$ cat config.mk
export PLATFORM = sky130hd
export DESIGN_NAME = coupler_2_to_4_flat
export DESIGN_NICKNAME = d
export VERILOG_FILES = /design/src/rtl/merger_pkg.sv /design/src/rtl/coupler_2_to_4_if.sv /design/src/rtl/coupler_out_reg.sv /design/src/rtl/coupler_2_to_4.sv /design/src/flat_wrapper.sv
export SDC_FILE = /design/constraint.sdc
export NUM_CORES = 1
export LEC_CHECK = 0
export CORE_UTILIZATION = 53
export DETAILED_ROUTE_END_ITERATION = 8
export PLACE_DENSITY = 0.86
export SLEW_MARGIN = 10
export SYNTH_ARGS = -nofsm -noshare
export SYNTH_HDL_FRONTEND = slang
export SYNTH_SLANG_ARGS = --single-unit
$ cat constraint.sdc
create_clock -name i_clk -period 17.39 [get_ports i_clk]
set_clock_uncertainty 0.2 [all_clocks]
set_input_delay 5.217 -clock i_clk [delete_from_list [all_inputs] [get_ports i_clk]]
set_output_delay 5.217 -clock i_clk [all_outputs]
set_load 0.03 [all_outputs]
$ cat src/rtl/merger_pkg.sv
// Shared types and constants for the merger tree: record widths, word types and the coupler FSM states.
package merger_pkg;

    localparam int REC_W = 32;
    localparam int IN_P  = 2;

    typedef logic [REC_W-1:0]   rec_t;
    typedef logic [2*REC_W-1:0] word2_t;
    typedef logic [4*REC_W-1:0] word4_t;

    localparam rec_t TERM_KEY = '0;

    typedef enum logic {
        LOW  = 1'b0,
        HIGH = 1'b1
    } coupler_state_t;

    // A record whose key is TERM_KEY closes a sorted run.
    function automatic logic is_term(input rec_t key);
        return key == TERM_KEY;
    endfunction

endpackage

$ cat src/rtl/coupler_2_to_4_if.sv
// Upstream FIFO pop port and downstream FIFO push port of the 2-to-4 coupler.
interface coupler_2_to_4_if;
    import merger_pkg::*;

    word2_t i_fifo;
    logic   i_fifo_empty;
    logic   o_fifo_read;
    logic   i_fifo_out_ready;
    logic   o_out_fifo_write;
    word4_t o_data;

    modport slave (
        input  i_fifo, i_fifo_empty, i_fifo_out_ready,
        output o_fifo_read, o_out_fifo_write, o_data
    );

    modport master (
        output i_fifo, i_fifo_empty, i_fifo_out_ready,
        input  o_fifo_read, o_out_fifo_write, o_data
    );

endinterface

$ cat src/rtl/coupler_out_reg.sv
// Output holding register: keeps a completed 4-record word until the downstream FIFO accepts it.
module coupler_out_reg
    import merger_pkg::*;
(
    input  logic   clk_i,
    input  logic   rst_i,
    input  logic   load_i,
    input  word4_t data_i,
    input  logic   ready_i,
    output word4_t data_o,
    output logic   valid_o,
    output logic   write_o
);

    word4_t data_q, data_d;
    logic   valid_q, valid_d;

    // A load in the same cycle as a write-out replaces the departing word.
    always_comb begin
        data_d  = data_q;
        valid_d = valid_q;
        if (load_i) begin
            data_d  = data_i;
            valid_d = 1'b1;
        end else if (valid_q && ready_i) begin
            valid_d = 1'b0;
        end
    end

    always_ff @(posedge clk_i or posedge rst_i) begin
        if (rst_i) begin
            data_q  <= '0;
            valid_q <= 1'b0;
        end else begin
            data_q  <= data_d;
            valid_q <= valid_d;
        end
    end

    assign data_o  = data_q;
    assign valid_o = valid_q;
    assign write_o = valid_q & ready_i;

endmodule

$ cat src/rtl/coupler_2_to_4.sv
// Pairs consecutive 2-record words into 4-record words; a lone run terminator is zero-padded.
// Optional macro COUPLER_RUN_CNT_EN adds o_run_count, a count of popped terminator words.
module coupler_2_to_4
    import merger_pkg::*;
(
    input  logic             i_clk,
    input  logic             i_rst,
    coupler_2_to_4_if.slave  bus
`ifdef COUPLER_RUN_CNT_EN
    ,
    output logic [31:0]      o_run_count
`endif
);

    coupler_state_t state_q, state_d;
    word2_t         lo_q, lo_d;
    word4_t         load_data;
    logic           term;
    logic           out_valid;
    logic           out_free;
    logic           pop;
    logic           load;

    assign term     = is_term(bus.i_fifo[REC_W-1:0]);
    assign out_free = ~out_valid | bus.i_fifo_out_ready;

    // Any pop that completes an output word waits for the holding register to be free.
    always_comb begin
        state_d   = state_q;
        lo_d      = lo_q;
        pop       = 1'b0;
        load      = 1'b0;
        load_data = {bus.i_fifo, lo_q};
        if (!i_rst && !bus.i_fifo_empty) begin
            case (state_q)
                LOW: begin
                    if (!term) begin
                        pop     = 1'b1;
                        lo_d    = bus.i_fifo;
                        state_d = HIGH;
                    end else if (out_free) begin
                        pop       = 1'b1;
                        load      = 1'b1;
                        load_data = {word2_t'(0), bus.i_fifo};
                    end
                end
                HIGH: begin
                    if (out_free) begin
                        pop     = 1'b1;
                        load    = 1'b1;
                        state_d = LOW;
                    end
                end
                default: state_d = LOW;
            endcase
        end
    end

    always_ff @(posedge i_clk or posedge i_rst) begin
        if (i_rst) begin
            state_q <= LOW;
            lo_q    <= '0;
        end else begin
            state_q <= state_d;
            lo_q    <= lo_d;
        end
    end

    assign bus.o_fifo_read = pop;

    coupler_out_reg u_out_reg (
        .clk_i   (i_clk),
        .rst_i   (i_rst),
        .load_i  (load),
        .data_i  (load_data),
        .ready_i (bus.i_fifo_out_ready),
        .data_o  (bus.o_data),
        .valid_o (out_valid),
        .write_o (bus.o_out_fifo_write)
    );

`ifdef COUPLER_RUN_CNT_EN
    logic [31:0] run_cnt_q;

    always_ff @(posedge i_clk or posedge i_rst) begin
        if (i_rst) begin
            run_cnt_q <= '0;
        end else if (pop && term) begin
            run_cnt_q <= run_cnt_q + 32'd1;
        end
    end

    assign o_run_count = run_cnt_q;
`else
    // Run counter not built.
`endif

endmodule

$ cat src/flat_wrapper.sv
// flat-port wrapper written by rule: the top's interface ports become plain ports
module coupler_2_to_4_flat import merger_pkg::*;
  (i_clk, i_rst, bus_i_fifo, bus_i_fifo_empty, bus_i_fifo_out_ready, bus_o_fifo_read, bus_o_out_fifo_write, bus_o_data);
  coupler_2_to_4_if bus_i ();
  input  logic i_clk;
  input  logic i_rst;
  input wire logic [$bits(bus_i.i_fifo)-1:0] bus_i_fifo;
  input wire logic [$bits(bus_i.i_fifo_empty)-1:0] bus_i_fifo_empty;
  input wire logic [$bits(bus_i.i_fifo_out_ready)-1:0] bus_i_fifo_out_ready;
  output wire logic [$bits(bus_i.o_fifo_read)-1:0] bus_o_fifo_read;
  output wire logic [$bits(bus_i.o_out_fifo_write)-1:0] bus_o_out_fifo_write;
  output wire logic [$bits(bus_i.o_data)-1:0] bus_o_data;
  assign bus_i.i_fifo = bus_i_fifo;
  assign bus_i.i_fifo_empty = bus_i_fifo_empty;
  assign bus_i.i_fifo_out_ready = bus_i_fifo_out_ready;
  assign bus_o_fifo_read = bus_i.o_fifo_read;
  assign bus_o_out_fifo_write = bus_i.o_out_fifo_write;
  assign bus_o_data = bus_i.o_data;
  coupler_2_to_4 u_core (.i_clk(i_clk), .i_rst(i_rst), .bus(bus_i));
endmodule
==> results.yml <==
outcome:
  status: "complete, no violations"
timing:
  setup_viol: 0
  rsz0062_at_grt: "false"
  whs_ps: 308.7
  setup_slack_ps: 4464
  period_needed_ps: 12930
  finalSetupTns_ps: 0
  fin_crit_sh: 0.7433
  max_freq_ghz: 0.07736
  relSlewSlack: 0.1595
  worst_pin_slew_ps: 1261
  maxSlewViolCount: 0
  hold_viol_final: 0
global_routing:
  grt_pass1_vias: 6085
  antenna_found_initial: 0
  overflow: 0
  track_usage: 0.2597
  grt_max_degree: 108
  grt_pass1_wl_um: 31780
flow_run:
  drv_cap: 0
worst_setup_path:
  start_kind: "input port"
  cp_max_fo: 65
  cp_slowest_stage_delay_ps: 680
  crit_type: "input port to output port"
  crit_chain: "clkdlybuf4s50_1 -> nor2_4 -> buf_4 -> nand2_1 -> nand2_1 -> clkdlybuf4s50_1"
  cp.required_ps: 11970
  worstPathArrival_ps: 7510
  endpoint_kind: "output port"
  cpMaxStageDelayCell: "clkdlybuf4s50_1"
clock_network:
  cts-root-buf: "clkbuf_16"
  cts_inserted_buffers: 17
  max-clock-path-buffers: 2
  cts_resized: 0
  clk_pin_slew_ps: 70
  cts_tree: "done"
  worstSkewPairLatency_ps: 430
  cts_sinks: 194
  postCtsHoldBufs: 0
  cts_setup_buffers: 0
  cts.htree.levels: 4
logic_synthesis:
  synth_area_leaders: "dfrtp_1 (61%), mux2_2 (14%), nand4_1 (5.1%), inv_1 (4.6%), mux2i_1 (4.0%)"
  yosys_warnings: 0
  synthAdderAreaFrac: 0
  synth_ff_type: "dfrtp_1"
  synth_top_family_by_area: "multiplexers"
  synth_top_area_cell: "dfrtp_1"
  synth_edf_count: 0
  yosysTopAreaCellShare: 0.6110
  syn_nets: 722
  synth_seq_area_share: 0.6110
  yosys.area_share.simple: 0.06583
  ys_ff_latch: 194
  syn-instance-count: 654
  muxShareOfSynthArea: 0.1778
  synth_xor_xnor_area_share: 0
  syn_avg_cell_area_um2: 12.15
  synth.distinct_cells: 22
  netlist_area_mm2: 0.007945
  yosys-top-cells-count: "dfrtp_1 (194), inv_1 (97), mux2_2 (97)"
  post-synth-top-count-cell: "dfrtp_1"
  async_flop_share: 1.000
  synth_compound_area_frac: 0.06803
layout:
  n_antenna_cell: 0
  drive_above_1_share: 0.1677
  finalNetCount: 896
  syn_to_final_growth_pct: 33.95
  stdcell_area_mm2: 0.01064
  nFillCells: 940
drt:
  antenna_left: 0
  drt-pass1-iter-count: 4
  wirelength_um: 19410
  drcViolationCount: 0
  drt-vias-per-instance: 5.726
  vias: 5869
  drt_iter0_drc: 426
  wl_per_cell_um: 18.93
place:
  postPlaceCellArea_mm2: 0.009990
  hpwl_um: 12120
  dp_worst_setup_slack_ps: 4488
  gp_congestion: 0.8039
  port_buffers: 197
floorplanning:
  core-area_mm2: 0.01459
  start_util: 0.5446
  die_h_um: 124.4
  io_pins: 198
  dieWidth_um: 124.4
  rows: 44
  die-area_mm2: 0.01548
worst_hold_path:
  hp-class: "flop to flop"
power:
  p_leak_nw: 4.552
  p_per_area_mw_per_mm2: 191.0
  ir_drop_mv: 0.1200
==> kinds of logic (layout without fill, tap and decap cells) <==
group / Yosys count / after routing
flops: 194 / 194
buf+inv: 146 / 333
mux: 129 / 129
compound gates: 99 / 99
simple gates: 86 / 86
==> flip-flops by register name, summed over array words and instances (netlist names) <==
name,flops
u_core.u_out_reg.data_o,128
u_core.lo_q,64
u_core.state_q,1
u_core.u_out_reg.valid_o,1
==> where the power goes <==
group	internal, mW	leakage (nW)	switching (mW)
clock network	0.260	0.303	0.169
logic	0.365	1.94	0.477
registers	0.640	2.31	0.121
total	1.27	4.55	0.767
==> layer usage <==
layer  vias up  wire [µm]  share of wire  GRT usage
met5         -          0              0          0
met4         0        413          0.021    0.08717
met3        32       1476          0.076    0.08505
met2       254       9549           0.49     0.4235
met1      2963       7966           0.41     0.3260
li1       2620          -              -          -
==> path summary, 6_finish.rpt <==
check | from | to | slack (ps) | depth (start not counted)
worst max-delay path | i_rst | bus_o_fifo_read | 4460 | 6
max in group asynchronous | i_rst | u_core.state_q | 9950 | 3
worst min-delay path | u_core.u_out_reg.data_o[94] | u_core.u_out_reg.data_o[94] | 310 | 1
worst min register to register | u_core.u_out_reg.data_o[94] | u_core.u_out_reg.data_o[94] | 310 | 1
min in group asynchronous | i_rst | u_core.u_out_reg.data_o[79] | 5280 | 2
worst max register to register | u_core.u_out_reg.valid_o | u_core.u_out_reg.data_o[4] | 13660 | 6
==> through the flow <==
step	util	instances	power, mW
after floorplan	-	654	1.221
after global placement	0.6847	993	1.571
after detailed placement	0.6847	993	1.602
after CTS	0.7295	1025	2.040
after global routing	0.7295	1025	2.121
final	0.7295	1025	2.032
==> cells in the final DEF (no fill, tap or decap), drive strengths merged, types with 7 or more instances in the layout <==
cell type / count
buf: 7
nor4: 8
clkdlybuf4s50: 197
inv: 97
mux2i: 32
nand4: 65
clkbuf: 20
o21ai: 65
dfrtp: 194
mux2: 97
o22ai: 32
==> area by class of cell <==
type	count	area, µm²	share of cell area
Inverter	97	369.1	0.03468
Sequential cell	194	4856	0.4563
Tap cell	184	230.2	0.02163
Clock buffer	20	446.7	0.04197
Multi-Input combinational cell	314	2510	0.2358
Clock inverter	12	206.4	0.01940
Timing Repair Buffer	204	2024	0.1902
==> worst max-delay path: cells and delay by family <==
kind / cells / cell delay (ps)
buffers and inverters: 3 / 1790
AND/OR/NAND/NOR: 3 / 480
No activity file was read; power rests on OpenSTA's default activity.
